===== config.mk =====
export PLATFORM = sky130hd
export DESIGN_NAME = passageway_agent_flat
export DESIGN_NICKNAME = d
export VERILOG_FILES = /design/src/rtl/passageway_pkg.sv /design/src/rtl/passageway_if.sv /design/src/rtl/passageway_step_watchdog.sv /design/src/rtl/passageway_agent.sv /design/src/flat_wrapper.sv
export SDC_FILE = /design/constraint.sdc
export NUM_CORES = 1
export LEC_CHECK = 0
export ABC_AREA = 1
export CORE_ASPECT_RATIO = 0.75
export CORE_MARGIN = 3
export CORE_UTILIZATION = 44
export CTS_CLUSTER_DIAMETER = 60
export CTS_CLUSTER_SIZE = 25
export DETAILED_ROUTE_END_ITERATION = 6
export HOLD_SLACK_MARGIN = 0.03
export PLACE_DENSITY = 0.76
export SKIP_LAST_GASP = 1
export SLEW_MARGIN = 5
export SYNTH_ARGS = -nofsm -noshare
export SYNTH_HDL_FRONTEND = slang
export SYNTH_SLANG_ARGS = --single-unit
export TNS_END_PERCENT = 20

===== constraint.sdc =====
create_clock -name clk -period 1.3 [get_ports clk]
set_input_delay 0.195 -clock clk [delete_from_list [all_inputs] [get_ports clk]]
set_output_delay 0.195 -clock clk [all_outputs]
set_load 0.05 [all_outputs]

===== src/rtl/passageway_pkg.sv =====
`default_nettype none
// +--------------------------------------------------------------------+
// | Module   : passageway_pkg                                          |
// | Purpose  : Shared types, constants and helpers for the passageway  |
// |            agent and its step watchdog.                            |
// | Revision : 1.0 - initial release                                   |
// +--------------------------------------------------------------------+
package passageway_pkg;

  // Agent movement mode; DONE is terminal until reset.
  typedef enum logic [1:0] {
    CLOSED   = 2'd0,
    OPEN     = 2'd1,
    DOORSTEP = 2'd2,
    DONE     = 2'd3
  } mode_t;

  localparam int NZONES_DEFAULT = 5;
  // Zone index width; wide enough for every zone of the default corridor.
  localparam int ZONE_W = 3;

  // One-hot zone decode; an out-of-range index decodes to all zeros.
  function automatic logic [NZONES_DEFAULT-1:0] zone_onehot(input logic [ZONE_W-1:0] idx);
    logic [NZONES_DEFAULT-1:0] oh;
    oh = '0;
    for (int i = 0; i < NZONES_DEFAULT; i++) begin
      if (idx == ZONE_W'(i)) oh[i] = 1'b1;
    end
    return oh;
  endfunction

endpackage
`default_nettype wire


===== src/rtl/passageway_if.sv =====
`default_nettype none
// +--------------------------------------------------------------------+
// | Module   : passageway_if                                           |
// | Purpose  : Stimulus/observation bundle between the tester and the  |
// |            passageway agent.                                       |
// | Revision : 1.0 - initial release                                   |
// +--------------------------------------------------------------------+
interface passageway_if #(
  parameter int STEP_W = 7
);
  // Tester stimulus
  logic              iup;
  logic              iright;
  logic              fault_inject;
  // Agent observations
  logic              controllable_zone0;
  logic              controllable_zone1;
  logic              controllable_zone2;
  logic              controllable_zone3;
  logic              controllable_zone4;
  logic              controllable_open;
  logic              controllable_doorstep;
  logic              controllable_fault;
  logic              done;
  logic [STEP_W-1:0] steps;

  // Tester side: drives stimulus, reads observations.
  modport master (
    output iup, iright, fault_inject,
    input  controllable_zone0, controllable_zone1, controllable_zone2,
    input  controllable_zone3, controllable_zone4,
    input  controllable_open, controllable_doorstep, controllable_fault,
    input  done, steps
  );

  // Agent side: reads stimulus, drives observations.
  modport slave (
    input  iup, iright, fault_inject,
    output controllable_zone0, controllable_zone1, controllable_zone2,
    output controllable_zone3, controllable_zone4,
    output controllable_open, controllable_doorstep, controllable_fault,
    output done, steps
  );
endinterface
`default_nettype wire


===== src/rtl/passageway_step_watchdog.sv =====
`default_nettype none
// +--------------------------------------------------------------------+
// | Module   : passageway_step_watchdog                                |
// | Purpose  : Saturating move counter that flags the edge on which    |
// |            the count lands on the step budget.                     |
// | Revision : 1.0 - initial release                                   |
// +--------------------------------------------------------------------+
module passageway_step_watchdog #(
  parameter int MAX_STEPS = 64,
  parameter int STEP_W    = 7
) (
  input  wire logic              clk,
  input  wire logic              rst,
  input  wire logic              en_i,
  output logic      [STEP_W-1:0] count_o,
  output logic                   limit_o
);

  localparam logic [STEP_W-1:0] LIMIT = STEP_W'(MAX_STEPS);

  logic [STEP_W-1:0] count_q;
  logic [STEP_W-1:0] count_d;

  // Next count: step when enabled, hold once all ones.
  always_comb begin
    count_d = count_q;
    if (en_i && (count_q != '1)) count_d = count_q + STEP_W'(1);
  end

  // Count register.
  always_ff @(posedge clk or posedge rst) begin
    if (rst) count_q <= '0;
    else     count_q <= count_d;
  end

  assign count_o = count_q;
  // Only a counting edge can reach the budget, so a frozen count never re-fires.
  assign limit_o = en_i && (count_d == LIMIT);

endmodule
`default_nettype wire


===== src/rtl/passageway_agent.sv =====
`default_nettype none
// +--------------------------------------------------------------------+
// | Module   : passageway_agent                                        |
// | Purpose  : Reference agent crossing a corridor of zones, one move  |
// |            per cycle, with sticky fault and step watchdog.         |
// | Revision : 1.0 - initial release                                   |
// +--------------------------------------------------------------------+
module passageway_agent
  import passageway_pkg::*;
#(
  parameter int NZONES    = NZONES_DEFAULT,
  parameter int MAX_STEPS = 64,
  parameter int STEP_W    = 7
) (
  input wire logic    clk,
  input wire logic    rst,
  passageway_if.slave bus
);

  localparam logic [ZONE_W-1:0] LAST_ZONE = ZONE_W'(NZONES - 1);

  mode_t                   mode_q;
  mode_t                   mode_d;
  logic [ZONE_W-1:0]       zone_q;
  logic [ZONE_W-1:0]       zone_d;
  logic [ZONE_W-1:0]       zone_inc;
  logic                    fault_q;
  logic                    fault_d;
  logic                    wd_en;
  logic                    wd_limit;
  logic [STEP_W-1:0]       wd_count;
  logic [NZONES_DEFAULT-1:0] zone_oh;

  // Moves are counted only while the agent is still live.
  assign wd_en    = (mode_q != DONE) && !fault_q;
  assign zone_inc = zone_q + ZONE_W'(1);

  passageway_step_watchdog #(
    .MAX_STEPS (MAX_STEPS),
    .STEP_W    (STEP_W)
  ) u_watchdog (
    .clk     (clk),
    .rst     (rst),
    .en_i    (wd_en),
    .count_o (wd_count),
    .limit_o (wd_limit)
  );

  // Mode/zone next state and sticky fault; a fault freezes movement.
  always_comb begin
    mode_d = mode_q;
    zone_d = zone_q;
    if (!fault_q) begin
      case (mode_q)
        CLOSED: begin
          if (!bus.iup) mode_d = OPEN;
        end
        OPEN: begin
          if (bus.iright)   mode_d = DOORSTEP;
          else if (bus.iup) mode_d = CLOSED;
        end
        DOORSTEP: begin
          if (bus.iright) begin
            zone_d = zone_inc;
            mode_d = (zone_inc == LAST_ZONE) ? DONE : DOORSTEP;
          end else begin
            mode_d = OPEN;
          end
        end
        DONE:    mode_d = DONE;
        default: mode_d = CLOSED;
      endcase
    end
    // The move on the fault edge still lands; only later moves are frozen.
    fault_d = fault_q || bus.fault_inject || (wd_limit && (zone_d != LAST_ZONE));
  end

  // State registers.
  always_ff @(posedge clk or posedge rst) begin
    if (rst) begin
      mode_q  <= CLOSED;
      zone_q  <= '0;
      fault_q <= 1'b0;
    end else begin
      mode_q  <= mode_d;
      zone_q  <= zone_d;
      fault_q <= fault_d;
    end
  end

  // Observations decode straight from registers: no input-to-output path.
  assign zone_oh                   = zone_onehot(zone_q);
  assign bus.controllable_zone0    = zone_oh[0];
  assign bus.controllable_zone1    = zone_oh[1];
  assign bus.controllable_zone2    = zone_oh[2];
  assign bus.controllable_zone3    = zone_oh[3];
  assign bus.controllable_zone4    = zone_oh[4];
  assign bus.controllable_open     = (mode_q != CLOSED);
  assign bus.controllable_doorstep = (mode_q == DOORSTEP) || (mode_q == DONE);
  assign bus.controllable_fault    = fault_q;
  assign bus.done                  = (mode_q == DONE) && !fault_q;
  assign bus.steps                 = wd_count;

endmodule
`default_nettype wire


===== src/flat_wrapper.sv =====
// flat-port wrapper written by rule: the top's interface ports become plain ports
module passageway_agent_flat import passageway_pkg::*;
#(
  parameter int NZONES    = NZONES_DEFAULT,
  parameter int MAX_STEPS = 64,
  parameter int STEP_W    = 7
)
  (clk, rst, bus_iup, bus_iright, bus_fault_inject, bus_controllable_zone0, bus_controllable_zone1, bus_controllable_zone2, bus_controllable_zone3, bus_controllable_zone4, bus_controllable_open, bus_controllable_doorstep, bus_controllable_fault, bus_done, bus_steps);
  passageway_if #(.STEP_W(STEP_W)) bus_i ();
  input wire logic clk;
  input wire logic rst;
  input wire logic [$bits(bus_i.iup)-1:0] bus_iup;
  input wire logic [$bits(bus_i.iright)-1:0] bus_iright;
  input wire logic [$bits(bus_i.fault_inject)-1:0] bus_fault_inject;
  output wire logic [$bits(bus_i.controllable_zone0)-1:0] bus_controllable_zone0;
  output wire logic [$bits(bus_i.controllable_zone1)-1:0] bus_controllable_zone1;
  output wire logic [$bits(bus_i.controllable_zone2)-1:0] bus_controllable_zone2;
  output wire logic [$bits(bus_i.controllable_zone3)-1:0] bus_controllable_zone3;
  output wire logic [$bits(bus_i.controllable_zone4)-1:0] bus_controllable_zone4;
  output wire logic [$bits(bus_i.controllable_open)-1:0] bus_controllable_open;
  output wire logic [$bits(bus_i.controllable_doorstep)-1:0] bus_controllable_doorstep;
  output wire logic [$bits(bus_i.controllable_fault)-1:0] bus_controllable_fault;
  output wire logic [$bits(bus_i.done)-1:0] bus_done;
  output wire logic [$bits(bus_i.steps)-1:0] bus_steps;
  assign bus_i.iup = bus_iup;
  assign bus_i.iright = bus_iright;
  assign bus_i.fault_inject = bus_fault_inject;
  assign bus_controllable_zone0 = bus_i.controllable_zone0;
  assign bus_controllable_zone1 = bus_i.controllable_zone1;
  assign bus_controllable_zone2 = bus_i.controllable_zone2;
  assign bus_controllable_zone3 = bus_i.controllable_zone3;
  assign bus_controllable_zone4 = bus_i.controllable_zone4;
  assign bus_controllable_open = bus_i.controllable_open;
  assign bus_controllable_doorstep = bus_i.controllable_doorstep;
  assign bus_controllable_fault = bus_i.controllable_fault;
  assign bus_done = bus_i.done;
  assign bus_steps = bus_i.steps;
  passageway_agent #(.NZONES(NZONES), .MAX_STEPS(MAX_STEPS), .STEP_W(STEP_W)) u_core (.clk(clk), .rst(rst), .bus(bus_i));
endmodule

==> metrics.txt, run 1 <==
n_diodes=0; cell mode on critical path=inv_2; CP Capture Type=output port; Slew Limit Fails=0; Worst setup SP type=flop; vias in the first global route=1142; Sink Count=13; Crit Path Max Fanout=4; Final Cell Area=1685 um2; critical-path cell list=inv_2 -> buf_6 -> ha_4 -> inv_2 -> nor2_4 -> buf_12; initial core utilization=50.07%; drt total wl=3.483 mm; # DRC=0; post-synthesis sequential element count=13; mux cell area share after synthesis=0%; CTS buffer count=3; critical path class=flop to output port; Post-Syn Area=928.4 um2; Power Density=680.8 nW/um2; initial antenna violation count=0; Final setup viols=15; largest cells by area after synthesis=dfrtp_1 (35%), nand2_1 (17%), inv_1 (12%); global route overflow=0; syn_area_per_cell=6.777 um2; crit path buf inv count=4; largest family of logic cells by synthesized area=simple AND/OR/NAND/NOR gates; Final Hold Fails=0; die height=45.78 um; Setup TNS=-2.031 ns; CP max-delay cell=dfrtp_1; post-synthesis cell count=137; Final #Nets=203; P&R area growth vs syn=81.54%; Final min period=1.562 ns; die area=2703 um2; layout cells sized above 1=46.84%; Max clock buf depth=2; Max Cap Violations=0; Clk pin slew, worst setup/hold paths=0.09 ns; clock latency on the worst-skew pair=0.28 ns; Root Driver=clkbuf_4; Tightest Hold Check Type=input pin to asynchronous set/reset pin; GRT Total Usage=26.21%; H-tree Lvls=1; vias per inst=5.316; Worst Setup Slack, final=-0.2620 ns; maximum vdd drop=0.6327 mV; Leak Pwr=0.0008588 uW; warnings from Yosys=0; xor and xnor area share after synthesis=0%; Rel. slew slack=80.80%; violated checks=negative setup slack; Largest delay share family, worst path=flip-flops; Final Skew=0.004602 ns; I/O Pins=21; sequential share of the synthesized area=35.04%; cts hold-fix bufs=0; Simple-Gate Fraction of Synth Area=37.33%; width of the die=59.04 um; CP max stage delay=0.46 ns; CTS tree=done; Compound-Gate Fraction of Synth Area=4.313%; status=finished with violations; # fillers=76; Worst EP required=1.11 ns; Port Buf Inserts=20; Yosys top cell area share=35.04%; pin count of the biggest net entering global routing=14; Synth Area in Adders=9.434%; synth unique cells=17; first-pass GRT wire length=5.099 mm; Worst-Margin Slew=0.2880 ns; DR WL/cell=16.43 um; # rows=13; Vias=1127; ratio of final minimum period to clock period=120.2%; HPWL Detailed=2.126 mm; pre-CTS WS=-0.2573 ns; top cell type by total area after synthesis=dfrtp_1; routability cong.=0.8619; syn nets=149; placed cell areas=1524 um2; DRT antenna net count=0; core area=1854 um2; initial DRC count=80; CP Data Arrival Time=1.37 ns; RSZ-0062 raised after global routing=yes; hold slack=0.2021 ns; DRT Pass-1 Iters=4; fmax=0.6402 GHz
## kinds of logic (layout without fill, tap and decap cells)
kind of cell | Yosys count | after routing
buffers and inverters | 34 | 87
AO/OA/AOI/OAI | 6 | 6
AND/OR/NAND/NOR | 77 | 77
adder cells (fa/ha/maj) | 7 | 7
flip-flops | 13 | 13
## path summary, 6_finish.rpt
path                                                        start                                 endpoint  slack, ns  cells past startpoint
max in group asynchronous                                     rst   u_core.u_watchdog.count_o[3]$_DFF_PP0_       0.91                      3
hold reg to reg            u_core.u_watchdog.count_o[6]$_DFF_PP0_   u_core.u_watchdog.count_o[6]$_DFF_PP0_       0.64                      3
setup reg to reg                       u_core.zone_q[0]$_DFF_PP0_  u_core.bus.controllable_fault$_DFF_PP0_      -0.24                     10
hold / removal                                                rst   u_core.u_watchdog.count_o[0]$_DFF_PP0_       0.20                      3
setup / recovery                       u_core.zone_q[0]$_DFF_PP0_                   bus_controllable_zone2      -0.26                      6
min in group clk                                 bus_fault_inject  u_core.bus.controllable_fault$_DFF_PP0_       0.52                      3
## Yosys cell counts, drive strengths merged
cell type  number
ha              7
inv            33
nand2          48
o21ai           3
a221oi          1
nand3          11
nor2           16
a21oi           2
nand4           1
dfrtp          13
buf             1
nand3b          1
## power by group
group | internal, uW | leakage (uW) | switching, uW
clock | 119 | 0.0000150 | 145
sequential | 426 | 0.000154 | 20.6
combinational | 206 | 0.000690 | 231
total | 751 | 0.000859 | 396
## worst register-to-register path, cell delays in order, from the launching register on
cell	delay, ns
dfrtp_1	0.46
ha_2	0.23
ha_4	0.26
inv_2	0.03
nand3_1	0.09
nand2_2	0.07
nand3_2	0.06
nand2_1	0.06
nor2_1	0.11
nand2_1	0.06
nand2_1	0.06
## placed cells by master (no fill, tap or decap), types with 5 or more instances in the layout
cell type / n
nand3_1: 9
buf_12: 16
nand2_2: 8
nor2_4: 5
dfrtp_1: 9
nand2_1: 38
nor2_1: 7
inv_2: 8
inv_1: 25
buf_4: 28
## final cells by class
| type | count | area, um2 | share of cell area [%] |
|---|---|---|---|
| inverters | 33 | 123.9 | 7.350 |
| repair buffers | 50 | 593.1 | 35.19 |
| multi-input cells | 90 | 584.3 | 34.67 |
| clock buffers | 4 | 26.28 | 1.559 |
| well taps | 22 | 27.53 | 1.633 |
| flip-flops and latches | 13 | 330.3 | 19.60 |
## per-stage QoR
stage          instances  utilization, %  power (uW)
2_1_floorplan        137               -       642.6
3_3_place_gp         203           82.19       840.5
3_5_place_dp         203           82.19       850.2
4_1_cts              210           87.38        1117
5_1_grt              212           90.89        1197
6_report             212           90.89        1147
## timing repair
item                                    in CTS  in global routing
pin swaps                                    4                 10
endpoints found under the setup margin      12                 15
resized for setup                           14                 13
setup buffers                                3                  2
## layer usage
metal | vias up | GRT usage, % | routed length (um)
met4 | 0 | 13.12 | 74
met3 | 8 | 7.649 | 264
met1 | 527 | 30.82 | 1448
met2 | 76 | 44.05 | 1695
li1 | 516 | - | -
met5 | - | 0 | 0
## flip-flops by register name, summed over array words and instances, names as in the netlist
signal,cells
u_core.bus.controllable_fault,1
u_core.mode_q,2
u_core.u_watchdog.count_o,7
u_core.zone_q,3
Note: power is estimated with default switching activity, not from simulation.
==> run 2: changes to the inputs <==
CORE_ASPECT_RATIO = unset   (was 0.75)
CORE_MARGIN = unset   (was 3)
CORE_UTILIZATION = 55   (was 44)
DONT_BUFFER_PORTS = 1   (was unset)
PLACE_DENSITY = 0.75   (was 0.76)
==> run 2 against run 1 <==
  * The flow still finishes with violations (negative setup slack)
  * Power decreased by 5.6%
  * Worst setup slack got worse by 0.19 ns
  * Sequential power increased by 1%
  * Clock skew decreased by 0.0033 ns
  * Die area decreased by 31%
  * Flip-flop and latch count unchanged
  * Fmax decreased by 11%
  * Global-route usage increased by 7.1 points
  * Critical path type is now flop to flop
  * Critical endpoint is now u_core.bus.controllable_fault$_DFF_PP0_
  * Largest power group unchanged
==> metrics.txt, run 2 (synthesized netlist as in run 1, its figures left out) <==
violated checks=negative setup slack (unchanged); Port Buf Inserts=0 (was 20); H-tree Lvls=1 (unchanged); Worst EP required=1.52 ns (was 1.11 ns); Tightest Hold Check Type=input pin to flop (was input pin to asynchronous set/reset pin); Clk pin slew, worst setup/hold paths=0.08 ns (was 0.09 ns); Final Util=93.34% (was 90.89%); P&R area growth vs syn=54.99% (was 81.54%); maximum vdd drop=0.6679 mV (was 0.6327 mV); Final setup viols=13 (was 15); CTS tree=done (unchanged); fmax=0.5696 GHz (was 0.6402 GHz); width of the die=43.09 um (was 59.04 um); global route overflow=0 (unchanged); I/O Pins=21 (unchanged); Root Driver=clkbuf_4 (unchanged); initial antenna violation count=0 (unchanged); critical-path cell list=buf_4 -> nand3_1 -> nor2_1 -> nand3_1 -> nand2_1 -> nand2_2 -> nor2_1 -> nand2_1 -> nand2_1 (was inv_2 -> buf_6 -> ha_4 -> inv_2 -> nor2_4 -> buf_12); Final Skew=0.001270 ns (was 0.004602 ns); initial core utilization=60.23% (was 50.07%); clock latency on the worst-skew pair=0.28 ns (about the same); die height=43.09 um (was 45.78 um); Slew Limit Fails=0 (unchanged); CTS buffer count=3 (unchanged); # DRC=0 (unchanged); initial DRC count=58 (was 80); vias in the first global route=1100 (was 1142); CP Data Arrival Time=1.97 ns (was 1.37 ns); GRT Total Usage=33.36% (was 26.21%); core area=1541 um2 (was 1854 um2); ratio of final minimum period to clock period=135.0% (was 120.2%); commonest non-fill, non-tap cell in the layout=nand2_1 (unchanged); Final Hold Fails=0 (unchanged); Final #Nets=188 (was 203); DRT Pass-1 Iters=4 (unchanged); DRT antenna net count=0 (unchanged); # rows=14 (was 13); critical path class=flop to flop (was flop to output port); Power Density=752.9 nW/um2 (was 680.8 nW/um2); Worst Setup Slack, final=-0.4556 ns (was -0.2620 ns); CP max-delay cell=dfrtp_2 (was dfrtp_1); Worst setup SP type=flop (unchanged); pre-CTS WS=-0.1962 ns (was -0.2573 ns); Worst-Margin Slew=0.5077 ns (was 0.2880 ns); CP Capture Type=flop (was output port); Max Cap Violations=0 (unchanged); RSZ-0062 raised after global routing=yes (unchanged); drt total wl=3.684 mm (was 3.483 mm); HPWL Detailed=1.755 mm (was 2.126 mm); Final min period=1.756 ns (was 1.562 ns); Final Power=1083 uW (was 1147 uW); Crit Path Max Fanout=4 (unchanged); layout cells sized above 1=42.86% (was 46.84%); DR WL/cell=19.29 um (was 16.43 um); Max clock buf depth=2 (unchanged); vias per inst=5.916 (was 5.316); Sink Count=13 (unchanged); Rel. slew slack=66.12% (was 80.80%); die area=1856 um2 (was 2703 um2); status=finished with violations (unchanged); Vias=1130 (was 1127); number of flip-flops under the largest register name=7 (unchanged); Leak Pwr=0.0007322 uW (was 0.0008588 uW); first-pass GRT wire length=4.616 mm (was 5.099 mm); routability cong.=0.8038 (was 0.8619); n_diodes=0 (unchanged); most frequent cells in the layout=nand2_1 (40), inv_1 (24), buf_4 (23) (was nand2_1 (38), buf_4 (28), inv_1 (25)); pin count of the biggest net entering global routing=14 (unchanged); CP max stage delay=0.40 ns (was 0.46 ns); cell mode on critical path=nand2_1 (was inv_2)
==> run 2: cell count changes in the layout (fill, tap and decap cells not counted), sizes merged <==
cell and delta:
dlygate4sd3 +2, buf -13, clkdlybuf4s50 -4
==> run 2: path summary, 6_finish.rpt <==
kind                       slack (ns)                                   start                                       to  cells past startpoint
max                             -0.46  u_core.u_watchdog.count_o[1]$_DFF_PP0_  u_core.bus.controllable_fault$_DFF_PP0_                      9
min                              0.16                                 bus_iup             u_core.mode_q[1]$_DFFE_PP0P_                      2
max reg2reg                     -0.46  u_core.u_watchdog.count_o[1]$_DFF_PP0_  u_core.bus.controllable_fault$_DFF_PP0_                      9
min reg2reg                      0.64            u_core.mode_q[1]$_DFFE_PP0P_             u_core.mode_q[1]$_DFFE_PP0P_                      2
max in group asynchronous        0.56                                     rst   u_core.u_watchdog.count_o[0]$_DFF_PP0_                      2
min in group asynchronous        0.38                                     rst             u_core.mode_q[1]$_DFFE_PP0P_                      2
==> run 2: power breakdown <==
| group | leakage, uW | switching, uW | internal [uW] |
|---|---|---|---|
| logic | 0.000563 | 232 | 144 |
| registers | 0.000154 | 25.2 | 427 |
| clock network | 0.0000150 | 137 | 119 |
| total | 0.000732 | 394 | 690 |
==> run 2: final cells by class <==
type	count	area (um2)
timing repair buffer	35	352.8
inverter	33	128.9
sequential	13	331.6
clock buffer	4	26.28
tap	16	20.02
fill	50	102.6
multi-input combinational	90	579.3
==> run 2: repair_timing <==
| item | in CTS | in global routing |
|---|---|---|
| pin swaps | 5 | 5 |
| buffers inserted | 2 | 2 |
| hold endpoints to repair | 14 | 0 |
| hold buffers | 2 | 0 |
| setup endpoints to repair | 11 | 16 |
| gates resized for setup | 18 | 12 |
==> run 2: metrics by stage <==
| step | instances | cell area [um2] | TNS (ns) | hold slack, ns |
|---|---|---|---|---|
| 2_1_floorplan | 137 | 953.4 | -0.7885 | 0.07169 |
| 3_3_place_gp | 182 | 1256 | -0.1826 | 0.1225 |
| 3_5_place_dp | 182 | 1256 | -0.3661 | 0.1239 |
| 4_1_cts | 190 | 1384 | -1.690 | 0.1421 |
| 5_1_grt | 191 | 1439 | -3.875 | 0.1801 |
| 6_report | 191 | 1439 | -3.045 | 0.1607 |
==> run 2: routing by layer <==
metal	wire [um]	GRT usage [%]
met4	171	19.39
met2	1837	56.72
met5	0	0
met1	1347	35.85
met3	328	10.21
==> run 2: worst max-delay path, delay by kind of cell (launching register included) <==
| kind | cells | cell delay, ns |
|---|---|---|
| DFF | 1 | 0.40 |
| buffers and inverters | 1 | 0.23 |
| and+or+nand+nor | 8 | 1.06 |
==> run 3: changes to the inputs <==
CORE_UTILIZATION = 58   (was 55)
CTS_BUF_LIST = sky130_fd_sc_hd__clkbuf_8   (was unset)
PLACE_DENSITY = 0.78   (was 0.75)
==> run 3 against run 2 <==
  * The flow now stops in global routing (5_1_grt)
  * Synthesized cell count unchanged
  * Synthesized area unchanged
==> metrics.txt, run 3 <==
status=did not finish (was finished with violations); Exit stage=global routing (5_1_grt); Err=[ERROR GRT-0232] Routing congestion too high. Check the congestion heatmap in the GUI.; sequential share of the synthesized area=35.04% (unchanged); top cell type by total area after synthesis=dfrtp_1 (unchanged); Root Driver=clkbuf_8 (was clkbuf_4); Yosys top cell area share=35.04% (unchanged); CTS buffer count=3 (unchanged); largest cells by area after synthesis=dfrtp_1 (35%), nand2_1 (17%), inv_1 (12%) (unchanged); HPWL Detailed=1.861 mm (was 1.755 mm); width of the die=42.01 um (was 43.09 um); H-tree Lvls=1 (unchanged); Post-synth ARST share=100.0% (unchanged); post-synthesis sequential element count=13 (unchanged); syn_area_per_cell=6.777 um2 (unchanged); Max clock buf depth=2 (unchanged); Post-synth top cells=nand2_1 (42), inv_1 (30), dfrtp_1 (13), nor2_1 (13), nand3_1 (9) (unchanged); number of synthesized flops with an enable pin=0 (unchanged); pre-CTS WS=-0.2501 ns (was -0.1962 ns); die height=42.01 um (was 43.09 um); kind of the worst endpoint=register input; synth unique cells=17 (unchanged); I/O Pins=21 (unchanged); GRT Total Usage=60.89%; # rows=14 (unchanged); GR repair worst EP=u_core.bus.controllable_fault$_DFF_PP0_/D; pin count of the biggest net entering global routing=14; Sink Count=13 (unchanged); Post-Syn Area=928.4 um2 (unchanged); initial core utilization=61.63% (was 60.23%); Port Buf Inserts=0 (unchanged); syn nets=149 (unchanged); warnings from Yosys=0 (unchanged); count leader, synth=nand2_1 (unchanged); global route overflow=12; Post-synth top flop=dfrtp_1 (unchanged); post-synthesis cell count=137 (unchanged); routability cong.=0.8843 (was 0.8038)
run 3: cell counts after synthesis:
Identical to the previous run, type by type.
run 3: metrics by stage:
stage | utilization (%) | std cells | hold WS [ns] | setup TNS (ns) | instance area [um2]
floorplan | - | 137 | 0.07169 | -0.7885 | 953.4
global placement | 83.89 | 183 | 0.1399 | -0.1629 | 1264
detailed placement | 83.89 | 183 | 0.1404 | -0.3759 | 1264
CTS | 92.44 | 191 | 0.06265 | -1.330 | 1393
run 3: repair_timing:
item	in CTS
pin swaps	4
buffers inserted	3
endpoints found under the hold margin	13
resized for setup	15
endpoints found under the setup margin	13
hold buffers	1
run 3: per-layer routing:
layer,overflow,global-route usage (%)
met5,0,0
met4,3,71.25
met3,0,29.31
met2,9,89.06
met1,0,56.62
run 3: kinds of logic after synthesis:
family                   count (synthesis)  share of synthesized area [%]
buffers and inverters                   34                          13.88
AND/OR/NAND/NOR                         77                          37.33
AO/OA/AOI/OAI                            6                          4.312
adder cells (fa/ha/maj)                  7                          9.434
flip-flops                              13                          35.04
==> run 4: changes to the inputs <==
CORE_AREA = 2 2 63 65   (was unset)
CORE_UTILIZATION = unset   (was 58)
CTS_BUF_LIST = unset   (was sky130_fd_sc_hd__clkbuf_8)
CTS_CLUSTER_DIAMETER = unset   (was 60)
CTS_CLUSTER_SIZE = unset   (was 25)
DIE_AREA = 0 0 65 67   (was unset)
HOLD_SLACK_MARGIN = unset   (was 0.03)
PLACE_DENSITY = unset   (was 0.78)
PLACE_DENSITY_LB_ADDON = 0.15   (was unset)
clock period = 1.7 ns   (was 1.3 ns; I/O delays follow)
==> run 4 against run 3 <==
  * The flow now finishes without violations
==> metrics.txt, run 4 (synthesized netlist as in run 1, its figures left out) <==
pin count of the biggest net entering global routing=14; fmax=0.6253 GHz; DRT antenna net count=0; clock latency on the worst-skew pair=0.24 ns; clock share of power=34.7%; initial core utilization=25.75% (was 61.63%); Switch Pwr=256.4 uW; Final Skew=0.002404 ns; critical path class=flop to output port; part of the power in registers=42.9%; Max clock buf depth=2 (unchanged); Worst Setup Slack, final=0.1008 ns; number of flip-flops under the largest register name=7; commonest non-fill, non-tap cell in the layout=nand2_1; core area=3606 um2; GRT Total Usage=10.26%; Vias=840; DR WL/cell=9.852 um; Leak Pwr=0.0006297 uW; pre-CTS WS=0.1841 ns (was -0.2501 ns); maximum vdd drop=0.3469 mV; n_diodes=0; Worst-Margin Slew=0.5205 ns; ratio of final minimum period to clock period=94.07%; DRT Pass-1 Iters=4; # rows=22 (was 14); CTS tree=done; hold slack=0.1243 ns; H-tree Lvls=1 (unchanged); vias per inst=4.138; Port Buf Inserts=0 (unchanged); Setup TNS=0 ns; CP Data Arrival Time=1.34 ns; placed cell areas=1091 um2 (was 1264 um2); CP Capture Type=output port; I/O Pins=21 (unchanged); routability cong.=0.8089 (was 0.8843); Crit Path Max Fanout=5; die area=4355 um2; drt total wl=2.000 mm; Sink Count=13 (unchanged); Power Density=695.9 nW/um2; RSZ-0062 raised after global routing=no; global route overflow=0; initial antenna violation count=0; most frequent cells in the layout=nand2_1 (42), inv_1 (30), buf_4 (14); Root Driver=clkbuf_8 (unchanged); Tightest Hold Check Type=input pin to flop; Final Cell Area=1146 um2; Worst setup SP type=flop; layout cells sized above 1=21.94%; internal power=541.3 uW; setup bufs post-CTS=0 (was 3); Worst EP required=1.44 ns; P&R area growth vs syn=23.45%; die height=67 um (was 42.01 um); Clk pin slew, worst setup/hold paths=0.06 ns; vias in the first global route=822; sw frac=32.14%; Combinational Power Share=22.4%; # DRC=0; HPWL Detailed=1.656 mm (was 1.861 mm); initial DRC count=15; Final setup viols=0; Final Hold Fails=0; width of the die=65 um (was 42.01 um); Final #Nets=168; Rel. slew slack=65.26%; CTS buffer count=3 (unchanged); status=complete, no violations (was did not finish); Max Cap Violations=0; Slew Limit Fails=0; first-pass GRT wire length=3.408 mm; Final min period=1.599 ns
## run 4: power by group through the flow
stage / Sequential [uW] / Clock [uW] / Combinational [uW]
3_5_place_dp: 348 / 0 / 181
4_1_cts: 342 / 285 / 183
5_1_grt: 346 / 295 / 199
3_3_place_gp: 347 / 0 / 180
6_report: 342 / 277 / 179
2_1_floorplan: 369 / 0 / 116
## run 4: layer usage
metal,vias up,global-route usage [%],part of all wire (%)
met4,0,4.787,0.70
met5,-,0,0
li1,439,-,-
met1,370,12.46,45
met2,29,17.40,48
met3,2,2.027,6.4
## run 4: critical path, stage by stage (launching register included)
cell     delay, ns
dfrtp_1       0.42
inv_1         0.12
ha_1          0.18
nand2_1       0.05
inv_1         0.32
## run 4: area by class of cell
type / count / area [um2]
Fill cell: 412 / 2460
Tap cell: 48 / 60.06
Sequential cell: 13 / 327.8
Timing Repair Buffer: 15 / 115.1
Clock buffer: 4 / 45.04
Inverter: 33 / 123.9
Multi-Input combinational cell: 90 / 474.2
## run 4: worst paths after layout
check	depth (start not counted)	endpoint	slack, ns	from
worst max-delay path	4	bus_controllable_zone4	0.10	u_core.zone_q[0]$_DFF_PP0_
worst min-delay path	2	u_core.bus.controllable_fault$_DFF_PP0_	0.12	bus_fault_inject
worst max register to register	10	u_core.bus.controllable_fault$_DFF_PP0_	0.19	u_core.zone_q[0]$_DFF_PP0_
worst min register to register	2	u_core.u_watchdog.count_o[6]$_DFF_PP0_	0.57	u_core.u_watchdog.count_o[6]$_DFF_PP0_
max in group asynchronous	2	u_core.u_watchdog.count_o[0]$_DFF_PP0_	0.83	rst
min in group asynchronous	2	u_core.mode_q[1]$_DFFE_PP0P_	0.49	rst
## run 4: through the flow
stage               std cells  total power (uW)  util [%]
global route              203             839.5     31.78
global placement          198             526.9     30.26
CTS                       203             810.2     31.78
detailed placement        198             528.4     30.26
floorplan                 137             485.6         -
finish                    203             797.6     31.78
## run 4: repair_timing
item / 4_1_cts / 5_1_grt
hold endpoints to repair: 13 / 0
hold buffers: 1 / 0
resized for setup: 0 / 0
endpoints found under the setup margin: 0 / 0
